--- config.mk ---
export PLATFORM = sky130hd
export DESIGN_NAME = irq_sequencer_flat
export DESIGN_NICKNAME = d
export VERILOG_FILES = /design/src/rtl/irq_sequencer_pkg.sv /design/src/rtl/irq_sequencer_if.sv /design/src/rtl/irq_sequencer_sync.sv /design/src/rtl/irq_sequencer.sv /design/src/flat_wrapper.sv
export SDC_FILE = /design/constraint.sdc
export NUM_CORES = 1
export LEC_CHECK = 0
export CAP_MARGIN = 0
export CORE_AREA = 2 2 100 93
export CTS_CLUSTER_DIAMETER = 200
export DETAILED_ROUTE_END_ITERATION = 6
export DIE_AREA = 0 0 102 95
export GPL_ROUTABILITY_DRIVEN = 0
export PLACE_DENSITY = 0.91
export RECOVER_POWER = 100
export SLEW_MARGIN = 25
export SYNTH_ARGS = -nofsm -noshare
export SYNTH_HDL_FRONTEND = slang
export SYNTH_HIERARCHICAL = 1
export SYNTH_SLANG_ARGS = --single-unit
export TNS_END_PERCENT = 30
--- constraint.sdc ---
create_clock -name clk -period 5 [get_ports clk]
set_input_delay 0.75 -clock clk [delete_from_list [all_inputs] [get_ports clk]]
set_output_delay 0.75 -clock clk [all_outputs]
set_load 0.02 [all_outputs]
--- src/rtl/irq_sequencer_pkg.sv ---
// irq_sequencer shared definitions: CP0 map, field positions, FSM states.
// Shared by the sequencer top, its interface and the bench.
package irq_sequencer_pkg;

  localparam logic [4:0] CP0_STATUS = 5'd12;
  localparam logic [4:0] CP0_CAUSE  = 5'd13;
  localparam logic [4:0] CP0_EPC    = 5'd14;

  localparam int ST_IE_BIT = 0;
  localparam int ST_IM_LSB = 8;
  localparam int CA_IP_LSB = 8;

  typedef enum logic [2:0] {
    S_IDLE   = 3'd0,
    S_ARM    = 3'd1,
    S_ENTER  = 3'd2,
    S_ISR    = 3'd3,
    S_RETURN = 3'd4
  } irq_state_e;

  function automatic logic [31:0] vec_addr(
    input logic [31:0] base,
    input logic [2:0]  idx
  );
    return base + {27'd0, idx, 2'b00};
  endfunction

endpackage

--- src/rtl/irq_sequencer_if.sv ---
// irq_sequencer bus: interrupt lines, ID-stage status, CP0 access, redirect.
// master = pipeline/controller side, slave = sequencer.
interface irq_sequencer_if #(
  parameter int IRQ_NUM = 4
);
  logic [IRQ_NUM-1:0] irq_in;
  logic               id_valid;
  logic               stall_in;
  logic               branch_id;
  logic               eret_id;
  logic [31:0]        ret_pc;
  logic               cp_wen;
  logic [4:0]         cp_waddr;
  logic [31:0]        cp_wdata;
  logic [4:0]         cp_raddr;
  logic [31:0]        cp_rdata;
  logic               jump_en;
  logic [31:0]        jump_addr;
  logic               ir_en;
  logic [IRQ_NUM-1:0] irq_ack;
  logic [31:0]        epc;

  modport master (
    output irq_in, id_valid, stall_in,
    output branch_id, eret_id, ret_pc,
    output cp_wen, cp_waddr, cp_wdata,
    output cp_raddr,
    input  cp_rdata, jump_en, jump_addr,
    input  ir_en, irq_ack, epc
  );

  modport slave (
    input  irq_in, id_valid, stall_in,
    input  branch_id, eret_id, ret_pc,
    input  cp_wen, cp_waddr, cp_wdata,
    input  cp_raddr,
    output cp_rdata, jump_en, jump_addr,
    output ir_en, irq_ack, epc
  );
endinterface

--- src/rtl/irq_sequencer_sync.sv ---
// irq_sync: parameterized-width 2-flop synchronizer.
// Used by irq_sequencer only when IRQ_SYNC_EN is defined.
module irq_sync #(
  parameter int W = 1
) (
  input  logic         clk,
  input  logic         rst,
  input  logic [W-1:0] d,
  output logic [W-1:0] q
);

  logic [W-1:0] meta;

  always_ff @(posedge clk or negedge rst) begin
    if (!rst) begin
      meta <= '0;
      q    <= '0;
    end else begin
      meta <= d;
      q    <= meta;
    end
  end

endmodule

--- src/rtl/irq_sequencer.sv ---
// irq_sequencer: interrupt entry/ERET sequencer owning CP0 Status/Cause/EPC.
// Define IRQ_SYNC_EN to add a 2-flop synchronizer on irq_in.
module irq_sequencer
  import irq_sequencer_pkg::*;
#(
  parameter int          IRQ_NUM     = 4,
  parameter logic [31:0] VECTOR_BASE = 32'h0000_0008
) (
  input logic              clk,
  input logic              rst,
  irq_sequencer_if.slave   bus
);

  logic [IRQ_NUM-1:0] irq_s;
  logic [IRQ_NUM-1:0] im;
  logic [IRQ_NUM-1:0] pending;
  logic [IRQ_NUM-1:0] win_hot;
  logic [IRQ_NUM-1:0] ack_q;
  logic [2:0]         win_idx;
  logic               ie;
  logic [31:0]        epc_q;
  logic [31:0]        epc_fwd;
  logic [31:0]        jaddr_q;
  logic               jen_q;
  logic               safe;
  logic               eret_ok;
  logic               st_wr;
  logic               epc_wr;
  logic               enter_go;
  logic               ret_go;
  logic               ret_done;
  irq_state_e         state;
  irq_state_e         state_nxt;

`ifdef IRQ_SYNC_EN
  irq_sync #(
    .W (IRQ_NUM)
  ) u_sync (
    .clk (clk),
    .rst (rst),
    .d   (bus.irq_in),
    .q   (irq_s)
  );
`else
  assign irq_s = bus.irq_in;
`endif

  assign pending = irq_s & im & {IRQ_NUM{ie}};

  // Scan from the top so the lowest pending line is the last one kept.
  always_comb begin
    win_idx = '0;
    win_hot = '0;
    for (int i = IRQ_NUM - 1; i >= 0; i--) begin
      if (pending[i]) begin
        win_idx    = 3'(i);
        win_hot    = '0;
        win_hot[i] = 1'b1;
      end
    end
  end

  assign safe = bus.id_valid & ~bus.stall_in
              & ~bus.branch_id & ~bus.eret_id;

  assign eret_ok = bus.eret_id & bus.id_valid
                 & ~bus.stall_in;

  always_comb begin
    state_nxt = state;
    unique case (state)
      S_IDLE: begin
        if (|pending) state_nxt = S_ARM;
      end
      S_ARM: begin
        if (~|pending)  state_nxt = S_IDLE;
        else if (safe)  state_nxt = S_ENTER;
      end
      S_ENTER:  state_nxt = S_ISR;
      S_ISR: begin
        if (eret_ok) state_nxt = S_RETURN;
      end
      S_RETURN: state_nxt = S_IDLE;
      default:  state_nxt = S_IDLE;
    endcase
  end

  always_ff @(posedge clk or negedge rst) begin
    if (!rst) state <= S_IDLE;
    else      state <= state_nxt;
  end

  assign enter_go = (state == S_ARM)
                  && (state_nxt == S_ENTER);
  assign ret_go   = (state == S_ISR)
                  && (state_nxt == S_RETURN);
  assign ret_done = (state == S_RETURN);

  assign st_wr  = bus.cp_wen
                && (bus.cp_waddr == CP0_STATUS);
  assign epc_wr = bus.cp_wen
                && (bus.cp_waddr == CP0_EPC);

  // An EPC write on the ERET edge is what the return must use.
  assign epc_fwd = epc_wr ? bus.cp_wdata : epc_q;

  always_ff @(posedge clk or negedge rst) begin
    if (!rst) begin
      jen_q   <= 1'b0;
      ack_q   <= '0;
      jaddr_q <= '0;
    end else begin
      jen_q <= enter_go | ret_go;
      ack_q <= enter_go ? win_hot : '0;
      if (enter_go)
        jaddr_q <= vec_addr(VECTOR_BASE, win_idx);
      else if (ret_go)
        jaddr_q <= epc_fwd;
    end
  end

  // Hardware IE/EPC updates take precedence over MTC0.
  always_ff @(posedge clk or negedge rst) begin
    if (!rst) begin
      ie    <= 1'b1;
      im    <= '1;
      epc_q <= '0;
    end else begin
      if (enter_go)      ie <= 1'b0;
      else if (ret_done) ie <= 1'b1;
      else if (st_wr)    ie <= bus.cp_wdata[ST_IE_BIT];
      if (st_wr)
        im <= bus.cp_wdata[ST_IM_LSB +: IRQ_NUM];
      if (enter_go)      epc_q <= bus.ret_pc;
      else if (epc_wr)   epc_q <= bus.cp_wdata;
    end
  end

  always_comb begin
    bus.cp_rdata = '0;
    unique case (1'b1)
      (bus.cp_raddr == CP0_STATUS): begin
        bus.cp_rdata[ST_IE_BIT]            = ie;
        bus.cp_rdata[ST_IM_LSB +: IRQ_NUM] = im;
      end
      (bus.cp_raddr == CP0_CAUSE): begin
        bus.cp_rdata[CA_IP_LSB +: IRQ_NUM] = irq_s;
      end
      (bus.cp_raddr == CP0_EPC): begin
        bus.cp_rdata = epc_q;
      end
      default: bus.cp_rdata = '0;
    endcase
  end

  assign bus.jump_en   = jen_q;
  assign bus.jump_addr = jaddr_q;
  assign bus.irq_ack   = ack_q;
  assign bus.ir_en     = ie;
  assign bus.epc       = epc_q;

endmodule

--- src/flat_wrapper.sv ---
// flat-port wrapper written by rule: the top's interface ports become plain ports
module irq_sequencer_flat import irq_sequencer_pkg::*;
#(
  parameter int          IRQ_NUM     = 4,
  parameter logic [31:0] VECTOR_BASE = 32'h0000_0008
)
  (clk, rst, bus_irq_in, bus_id_valid, bus_stall_in, bus_branch_id, bus_eret_id, bus_ret_pc, bus_cp_wen, bus_cp_waddr, bus_cp_wdata, bus_cp_raddr, bus_cp_rdata, bus_jump_en, bus_jump_addr, bus_ir_en, bus_irq_ack, bus_epc);
  irq_sequencer_if #(.IRQ_NUM(IRQ_NUM)) bus_i ();
  input logic clk;
  input logic rst;
  input wire logic [$bits(bus_i.irq_in)-1:0] bus_irq_in;
  input wire logic [$bits(bus_i.id_valid)-1:0] bus_id_valid;
  input wire logic [$bits(bus_i.stall_in)-1:0] bus_stall_in;
  input wire logic [$bits(bus_i.branch_id)-1:0] bus_branch_id;
  input wire logic [$bits(bus_i.eret_id)-1:0] bus_eret_id;
  input wire logic [$bits(bus_i.ret_pc)-1:0] bus_ret_pc;
  input wire logic [$bits(bus_i.cp_wen)-1:0] bus_cp_wen;
  input wire logic [$bits(bus_i.cp_waddr)-1:0] bus_cp_waddr;
  input wire logic [$bits(bus_i.cp_wdata)-1:0] bus_cp_wdata;
  input wire logic [$bits(bus_i.cp_raddr)-1:0] bus_cp_raddr;
  output wire logic [$bits(bus_i.cp_rdata)-1:0] bus_cp_rdata;
  output wire logic [$bits(bus_i.jump_en)-1:0] bus_jump_en;
  output wire logic [$bits(bus_i.jump_addr)-1:0] bus_jump_addr;
  output wire logic [$bits(bus_i.ir_en)-1:0] bus_ir_en;
  output wire logic [$bits(bus_i.irq_ack)-1:0] bus_irq_ack;
  output wire logic [$bits(bus_i.epc)-1:0] bus_epc;
  assign bus_i.irq_in = bus_irq_in;
  assign bus_i.id_valid = bus_id_valid;
  assign bus_i.stall_in = bus_stall_in;
  assign bus_i.branch_id = bus_branch_id;
  assign bus_i.eret_id = bus_eret_id;
  assign bus_i.ret_pc = bus_ret_pc;
  assign bus_i.cp_wen = bus_cp_wen;
  assign bus_i.cp_waddr = bus_cp_waddr;
  assign bus_i.cp_wdata = bus_cp_wdata;
  assign bus_i.cp_raddr = bus_cp_raddr;
  assign bus_cp_rdata = bus_i.cp_rdata;
  assign bus_jump_en = bus_i.jump_en;
  assign bus_jump_addr = bus_i.jump_addr;
  assign bus_ir_en = bus_i.ir_en;
  assign bus_irq_ack = bus_i.irq_ack;
  assign bus_epc = bus_i.epc;
  irq_sequencer #(.IRQ_NUM(IRQ_NUM), .VECTOR_BASE(VECTOR_BASE)) u_core (.clk(clk), .rst(rst), .bus(bus_i));
endmodule
== Word-level counts from Yosys, hierarchy flattened ==
Index checks and enable logic that the tools add are counted.

* Add/subtract/negate cells: 1
* Mux-type cells: 25
* Reduce and logical (&&, ||, !) cells: 8
* Bitwise gates (word level): 11
* Eq/ne operators: 11

{| class="wikitable"
|+ Operators by type and width
! cell !! number
|-
| $mux W32 || 4
|-
| $eq A5 B4 Y1 const B || 5
|-
| $mux W3 || 7
|-
| $mux W20 || 1
|-
| $mux W4 || 5
|-
| $pmux W3 S4 || 1
|-
| $pmux W4 S3 || 1
|-
| $eq A3 B2 Y1 const B || 3
|-
| $and A4 B4 Y4 || 2
|-
| $mux W7 || 1
|-
| $add A4 B5 Y6 const A || 1
|-
| $eq A3 B3 Y1 const B || 2
|-
| $and A1 B1 Y1 || 5
|-
| $logic_and A1 B1 Y1 || 4
|-
| $reduce_or A4 Y1 || 1
|-
| $eq A3 B1 Y1 const B || 1
|-
| $logic_not A3 Y1 || 1
|-
| $mux W1 || 3
|-
| $not A1 Y1 || 3
|-
| $reduce_bool A3 Y1 || 1
|-
| $mux W2 || 1
|-
| $pmux W1 S2 || 1
|-
| $reduce_bool A2 Y1 || 1
|-
| $or A1 B1 Y1 || 1
|}

* Flip-flop bits (word level): 77

== Logic depth before layout (Yosys ltp) ==
Gate-level depths: netlist (run 1).

* Word-level depth: 11
* Gate-level depth with buffers: 7
* Depth with buffers taken out: 5

== Least setup slack after synthesis (run 1) ==
OpenSTA, ideal clock, no wires.

* Path kind: in2out
* From: in bus_cp_raddr[0]
* To: out bus_cp_rdata[0]
* Stages: 5
* Data arrival time: 2.009 ns
* Setup slack: 2.241 ns
* Data required time: 4.250 ns
* Path through: clkbuf_1 nor4b_1 clkbuf_1 nand2_1 o21ai_0

* Word-level cells in the longest chain between the ends: 2
* Elaborated cells between the ends (all ways): 3
* Those cells by class: eq/ne: 2; mux: 1

{| class="wikitable"
|+ Ends and longest elaborated chain
! what !! RTL line !! text
|-
| start: declaration || flat_wrapper.sv:20 || <nowiki>input wire logic [$bits(bus_i.cp_raddr)-1:0] bus_cp_raddr;</nowiki>
|-
| $eq A5 B4 Y1 (on tied branches) || irq_sequencer.sv:149, irq_sequencer.sv:142 ||
|-
| $pmux W1 S2 (*) || irq_sequencer.sv:141 || <nowiki>unique case (1'b1)</nowiki>
|-
| end: declaration || flat_wrapper.sv:21 || <nowiki>output wire logic [$bits(bus_i.cp_rdata)-1:0] bus_cp_rdata;</nowiki>
|}

Every way passes the cells marked *; elsewhere a longest branch is shown, timed or not.

== Final worst setup path (run 1) ==
* From: in bus_cp_raddr[0]
* To: out bus_cp_rdata[26]

* Word-level cells in the longest chain between the ends: 2

{| class="wikitable"
|+ Ends and longest elaborated chain
! what !! RTL line !! text
|-
| $eq A5 B4 Y1 || irq_sequencer.sv:149 || <nowiki>(bus.cp_raddr == CP0_EPC): begin</nowiki>
|-
| $mux W20 || irq_sequencer.sv:141 ||
|}

No other way between the ends.

==> out/results.md, run 1 <==
* **fraction of layout cells with a size suffix above 1** 0.05816
* **Slew @ Worst Pin** 2.053 ns
* **data arrival time of the critical path** 3.32 ns
* **Routed WL per cell** 17.14 um
* **top-area cell type share of the netlist area** 0.4837
* **power per cell area** 408.1 mW/mm^2
* **IO buf count** 186
* **Die Height** 95 um
* **Final Cycle Share** 0.8137
* **initial antenna violation count** 1
* **clock root buffer** clkbuf_8
* **pin count of the biggest net entering global routing** 78
* **Max H-tree Level** 3
* **post-synthesis async set-or-reset flop share** 1.000
* **area enclosed by the die boundary** 0.009690 sq mm
* **Critical-path top delay cell** dlygate4sd3_1
* **maximum buffer depth of the clock tree** 2
* **clock period minus worst slack** 4.069 ns
* **number of top-level pins** 187
* **worst relative slew slack** -0.3685
* **endpoint kind of the worst setup timing path** primary output
* **worst endpoint required time** 4.25 ns
* **Final Hold Violating Endpoints** 0
* **count of placed standard cells in the final layout, fillers left out** 655
* **static leakage power** 0.002872 uW
* **routed vias** 3451
* **GRT Residual Overflow** 0
* **drt initial violations** 83
* **worst supply voltage drop on vdd** 0.2339 mV
* **synthesized area per cell** 10.46 sq um
* **prevailing post-synth register cell** dfrtp_1
* **Synth area leader** dfrtp_1
* **max-cap violation count** 1
* **Tightest Hold Check Type** input port to asynchronous set/reset pin
* **Post-DP HPWL** 8184 um
* **row count** 33
* **number of vias per cell** 5.269
* **number of nets in the final layout** 614
* **Cells after Synth** 356
* **main area contributors after synthesis** dfrtp_1, mux2i_1, a21o_1, nor4_1, a21oi_1
* **sequential cell area fraction in the yosys report** 0.5190
* **final setup TNS** 0 ns
* **commonest cells in the synthesized netlist** dfrtp_1, mux2i_1, nor2_1
* **remaining design rule violation count** 0
* **EDFF count, synth** 0
* **placed cells** 640
* **Max Freq** 245.8 MHz
* **worst-case hold slack** 0.4271 ns
* **horizontal die dimension** 102 um
* **CTS Buf Count** 9
* **total of warnings raised by yosys** 6
* **Critical Path, Cell by Cell** dlygate4sd3_1 -> nor4b_1 -> clkbuf_1 -> and2_1 -> dlygate4sd3_1
* **worst-path fanout max** 17
* **Tot GR Track Use** 0.2327
* **setup repair after global routing missed its margin** false
* **number of filler instances in the final layout** 699
* **number of clock sinks seen by CTS** 77
* **clock insertion delay at the later pin of the skew report** 0.33 ns
* **Setup CP Type** input port to primary output
* **Detailed Routing Iterations Pass 1** 4
* **first-pass GRT wire length** 17350 um
* **Synth-to-Final Area Change** 57.78%
* **final setup fails** 0
* **Initial Utilization** 0.4255
* **number of slew-limit violations in the final report** 67
* **post-synth design cell area** 0.003725 sq mm
* **#FFs+latches synth** 77
* **Core Region** 0.008753 sq mm
* **Post CTS Setup Buffer Count** 0
* **vias in the first global route** 3454
* **antenna diode instance count** 0
* **antenna viol nets, final** 0
* **max incr delay on CP** 0.67 ns
* **most frequent cell after synthesis** dfrtp_1
* **Startpoint Class** input port
* **post-synth cell types** 34
* **violations in the final reports** max-capacitance violations, max-slew violations
* **TritonCTS clock tree** built
* **Syn Nets** 441
* **most common cell type on the critical path** dlygate4sd3_1
* **run status** finished, violations left
* **post-CTS sizing** 0
* **Post-CTS Hold Fix Bufs** 0
* **clock transition at the registers of the reported paths** 0.08 ns
* **final WL** 11230 um
* **Final Skew** 0.009297 ns
-- per-stage QoR --
stage | instance area (sq um) | setup slack [ns] | util | power [uW]
after floorplan | 3725 | 2.241 | - | 1366
after global placement | 5637 | 1.548 | 0.6439 | 1831
after detailed placement | 5637 | 1.475 | 0.6439 | 1864
after CTS | 5898 | 1.463 | 0.6738 | 2480
after global routing | 5877 | 0.7400 | 0.6714 | 2522
final | 5877 | 0.9315 | 0.6714 | 2398
-- kinds of logic after synthesis --
group / after synthesis / synth area share
compound gates: 78 / 0.1300
buf+inv: 32 / 0.04501
flops: 77 / 0.5190
mux: 43 / 0.1172
simple gates: 126 / 0.1888
-- cell usage in the layout, fill, tap and decap left out, types with 3 or more instances in the layout --
cell type	count
nand2_1	12
nor4_1	30
o21ai_0	7
buf_4	3
dfrtp_1	72
clkbuf_8	10
a21oi_1	35
clkbuf_1	4
dlygate4sd3_1	101
dfstp_2	5
nor2_1	37
mux2i_1	38
bufinv_16	4
mux2_2	5
and2_1	28
a21o_1	30
clkdlybuf4s50_1	84
-- worst paths after layout --
check,cells past startpoint,slack [ns],startpoint,to
max,5,0.93,bus_cp_raddr[0],bus_cp_rdata[26]
min,1,0.43,rst,u_core/bus.irq_ack[0]
max reg2reg,5,1.58,u_core/state[1],u_core/bus.jump_addr[29]
min reg2reg,1,0.48,u_core/bus.jump_addr[16],u_core/bus.jump_addr[16]
max in group asynchronous,1,4.08,rst,u_core/bus.jump_addr[27]
min in group clk,1,0.48,u_core/bus.jump_addr[16],u_core/bus.jump_addr[16]
-- per-layer routing --
layer | GRT usage | up-vias | share of wire
li1 | - | 1617 | -
met1 | 0.2911 | 1690 | 0.41
met2 | 0.3898 | 123 | 0.51
met3 | 0.06440 | 21 | 0.068
met4 | 0.07667 | 0 | 0.020
met5 | 0 | - | 0
-- critical path: cells and delay by family --
kind / cells / cell delay, ns
simple gates: 2 / 0.68
buf+inv: 3 / 1.88
-- state kept, by name (all words and copies together) (netlist names) --
register              count
u_core/bus.jump_addr     32
u_core/bus.irq_ack        4
u_core/state              3
u_core/bus.jump_en        1
u_core/bus.ir_en          1
u_core/im                 4
u_core/bus.epc           32
-- final cells by class --
class	instances	area, sq um	share of cell area
sequential	77	1933	0.3289
clock buffer	11	141.4	0.02406
multi-input combinational	247	1625	0.2766
tap	122	152.6	0.02597
timing repair buffer	192	1897	0.3228
clock inverter	4	120.1	0.02044
inverter	2	7.507	0.001277
-- report_power, final --
group | switching, uW | total [uW] | internal, uW
Combinational | 477 | 868 | 392
Sequential | 127 | 920 | 794
Clock | 216 | 610 | 394
Total | 819 | 2400 | 1580
Note: power is estimated with default switching activity, not from simulation.
==> run 2, diff against run 1 <==
CORE_AREA = 2 2 111 102   (was 2 2 100 93)
DIE_AREA = 0 0 113 104   (was 0 0 102 95)
PLACE_DENSITY = 0.8   (was 0.91)
clock period = 3.7 ns   (was 5 ns; I/O delays follow)
==> out/results.md, run 2 (synthesis gave the netlist of run 1 again) <==
* **CTS Buf Count** 9
* **row count** 36
* **Slew @ Worst Pin** 1.887 ns
* **violations in the final reports** design-rule violations, max-capacitance violations, max-slew violations
* **static leakage power** 0.002899 uW
* **routed vias** 3393
* **Reg2Reg Setup Slack** 0.93 ns
* **setup repair after global routing missed its margin** false
* **post-CTS sizing** 0
* **most frequent cells in the layout** dlygate4sd3_1, clkdlybuf4s50_1, dfrtp_1
* **IO buf count** 186
* **most common cell after layout, fill and taps aside** dlygate4sd3_1
* **final setup TNS** 0 ns
* **antenna diode instance count** 0
* **Detailed Routing Iterations Pass 1** 7
* **worst relative slew slack** -0.2580
* **Max Freq** 299.2 MHz
* **pin count of the biggest net entering global routing** 78
* **Routed WL per cell** 16.74 um
* **Final Skew** 0.005742 ns
* **Initial Utilization** 0.3504
* **fraction of layout cells with a size suffix above 1** 0.06704
* **Post CTS Setup Buffer Count** 0
* **Max H-tree Level** 3
* **worst supply voltage drop on vdd** 0.3037 mV
* **GRT Residual Overflow** 0
* **count of placed standard cells in the final layout, fillers left out** 670
* **Tot GR Track Use** 0.1884
* **Final Hold Violating Endpoints** 0
* **Register-to-Register Path Depth** 5
* **number of slew-limit violations in the final report** 78
* **Setup CP Type** input port to primary output
* **number of nets in the final layout** 617
* **start point of the critical path** bus_cp_raddr[0]
* **area enclosed by the die boundary** 0.01175 sq mm
* **Core Region** 0.01063 sq mm
* **antenna viol nets, final** 0
* **critical hold path startpoint** u_core/bus.jump_addr[31]
* **power per cell area** 561.0 mW/mm^2
* **Post-DP HPWL** 8377 um
* **Synth-to-Final Area Change** 60.36%
* **worst endpoint required time** 3.14 ns
* **Post-CTS Hold Fix Bufs** 0
* **run status** finished, violations left
* **number of clock sinks seen by CTS** 77
* **placed cells** 654
* **final WL** 11220 um
* **Die Height** 104 um
* **clock transition at the registers of the reported paths** 0.05 ns
* **worst hold path cell count** 1
* **number of top-level pins** 187
* **maximum buffer depth of the clock tree** 2
* **drt initial violations** 106
* **hold path endpoint** u_core/bus.jump_addr[31]
* **clock root buffer** clkbuf_16
* **number of vias per cell** 5.064
* **Startpoint Class** input port
* **Tightest Hold Check Type** flop to flop
* **initial antenna violation count** 0
* **horizontal die dimension** 113 um
* **Final Cycle Share** 0.9032
* **worst reg2reg path startpoint** u_core/im[0]
* **worst-path fanout max** 17
* **TritonCTS clock tree** built
* **max-cap violation count** 1
* **clock period minus worst slack** 3.342 ns
* **final setup fails** 0
* **vias in the first global route** 3555
* **data arrival time of the critical path** 2.79 ns
* **endpoint kind of the worst setup timing path** primary output
* **clock insertion delay at the later pin of the skew report** 0.32 ns
* **capture instance of the worst register-to-register path** u_core/bus.epc[24]
* **remaining design rule violation count** 9
* **first-pass GRT wire length** 18100 um
[run 2: how the worst max path moves through the flow]
stage                            endpoint  slack, ns  depth (start not counted)
final                     bus_cp_rdata[6]       0.36                          5
after floorplan           bus_cp_rdata[0]       1.33                          5
after CTS                 bus_cp_rdata[0]       0.56                          6
after global routing      bus_cp_rdata[7]       0.24                          5
after detailed placement  bus_cp_rdata[0]       0.57                          6
after global placement    bus_cp_rdata[6]       0.62                          5
[run 2: cell type report]
cell class / instances / area (sq um)
timing repair buffer: 195 / 1908
clock buffer: 13 / 260.3
inverter: 2 / 7.507
tap: 133 / 166.4
sequential: 77 / 1933
multi-input combinational: 247 / 1630
clock inverter: 3 / 67.56
fill: 925 / 4657
[run 2: per-stage QoR]
stage	hold WS [ns]	worst slack [ns]	instance area (sq um)	total power, uW	utilization
final	0.4670	0.3582	5973	3351	0.5619
after global routing	0.4835	0.2376	5973	3521	0.5619
after CTS	0.4224	0.5624	6001	3487	0.5645
after detailed placement	0.4647	0.5673	5673	2521	0.5337
after global placement	0.4591	0.6157	5673	2491	0.5337
after floorplan	0.2594	1.331	3725	1846	-
[run 2: per-layer routing]
metal / part of all wire / vias to the layer above / track usage
met5: 0 / - / 0
met4: 0.0034 / 0 / 0.02875
met3: 0.054 / 5 / 0.04312
met2: 0.51 / 94 / 0.3345
met1: 0.43 / 1673 / 0.2380
li1: - / 1621 / -
[run 2: critical path, stage by stage]
cell,delay [ns]
clkdlybuf4s50_1,0.56
nor4b_1,0.45
clkbuf_2,0.36
and2_1,0.18
dlygate4sd3_1,0.68
[run 2: power by group]
part / internal, uW / leakage, uW / switching, uW
logic: 531 / 0.00174 / 631
clock network: 628 / 0.000156 / 320
registers: 1070 / 0.00101 / 167
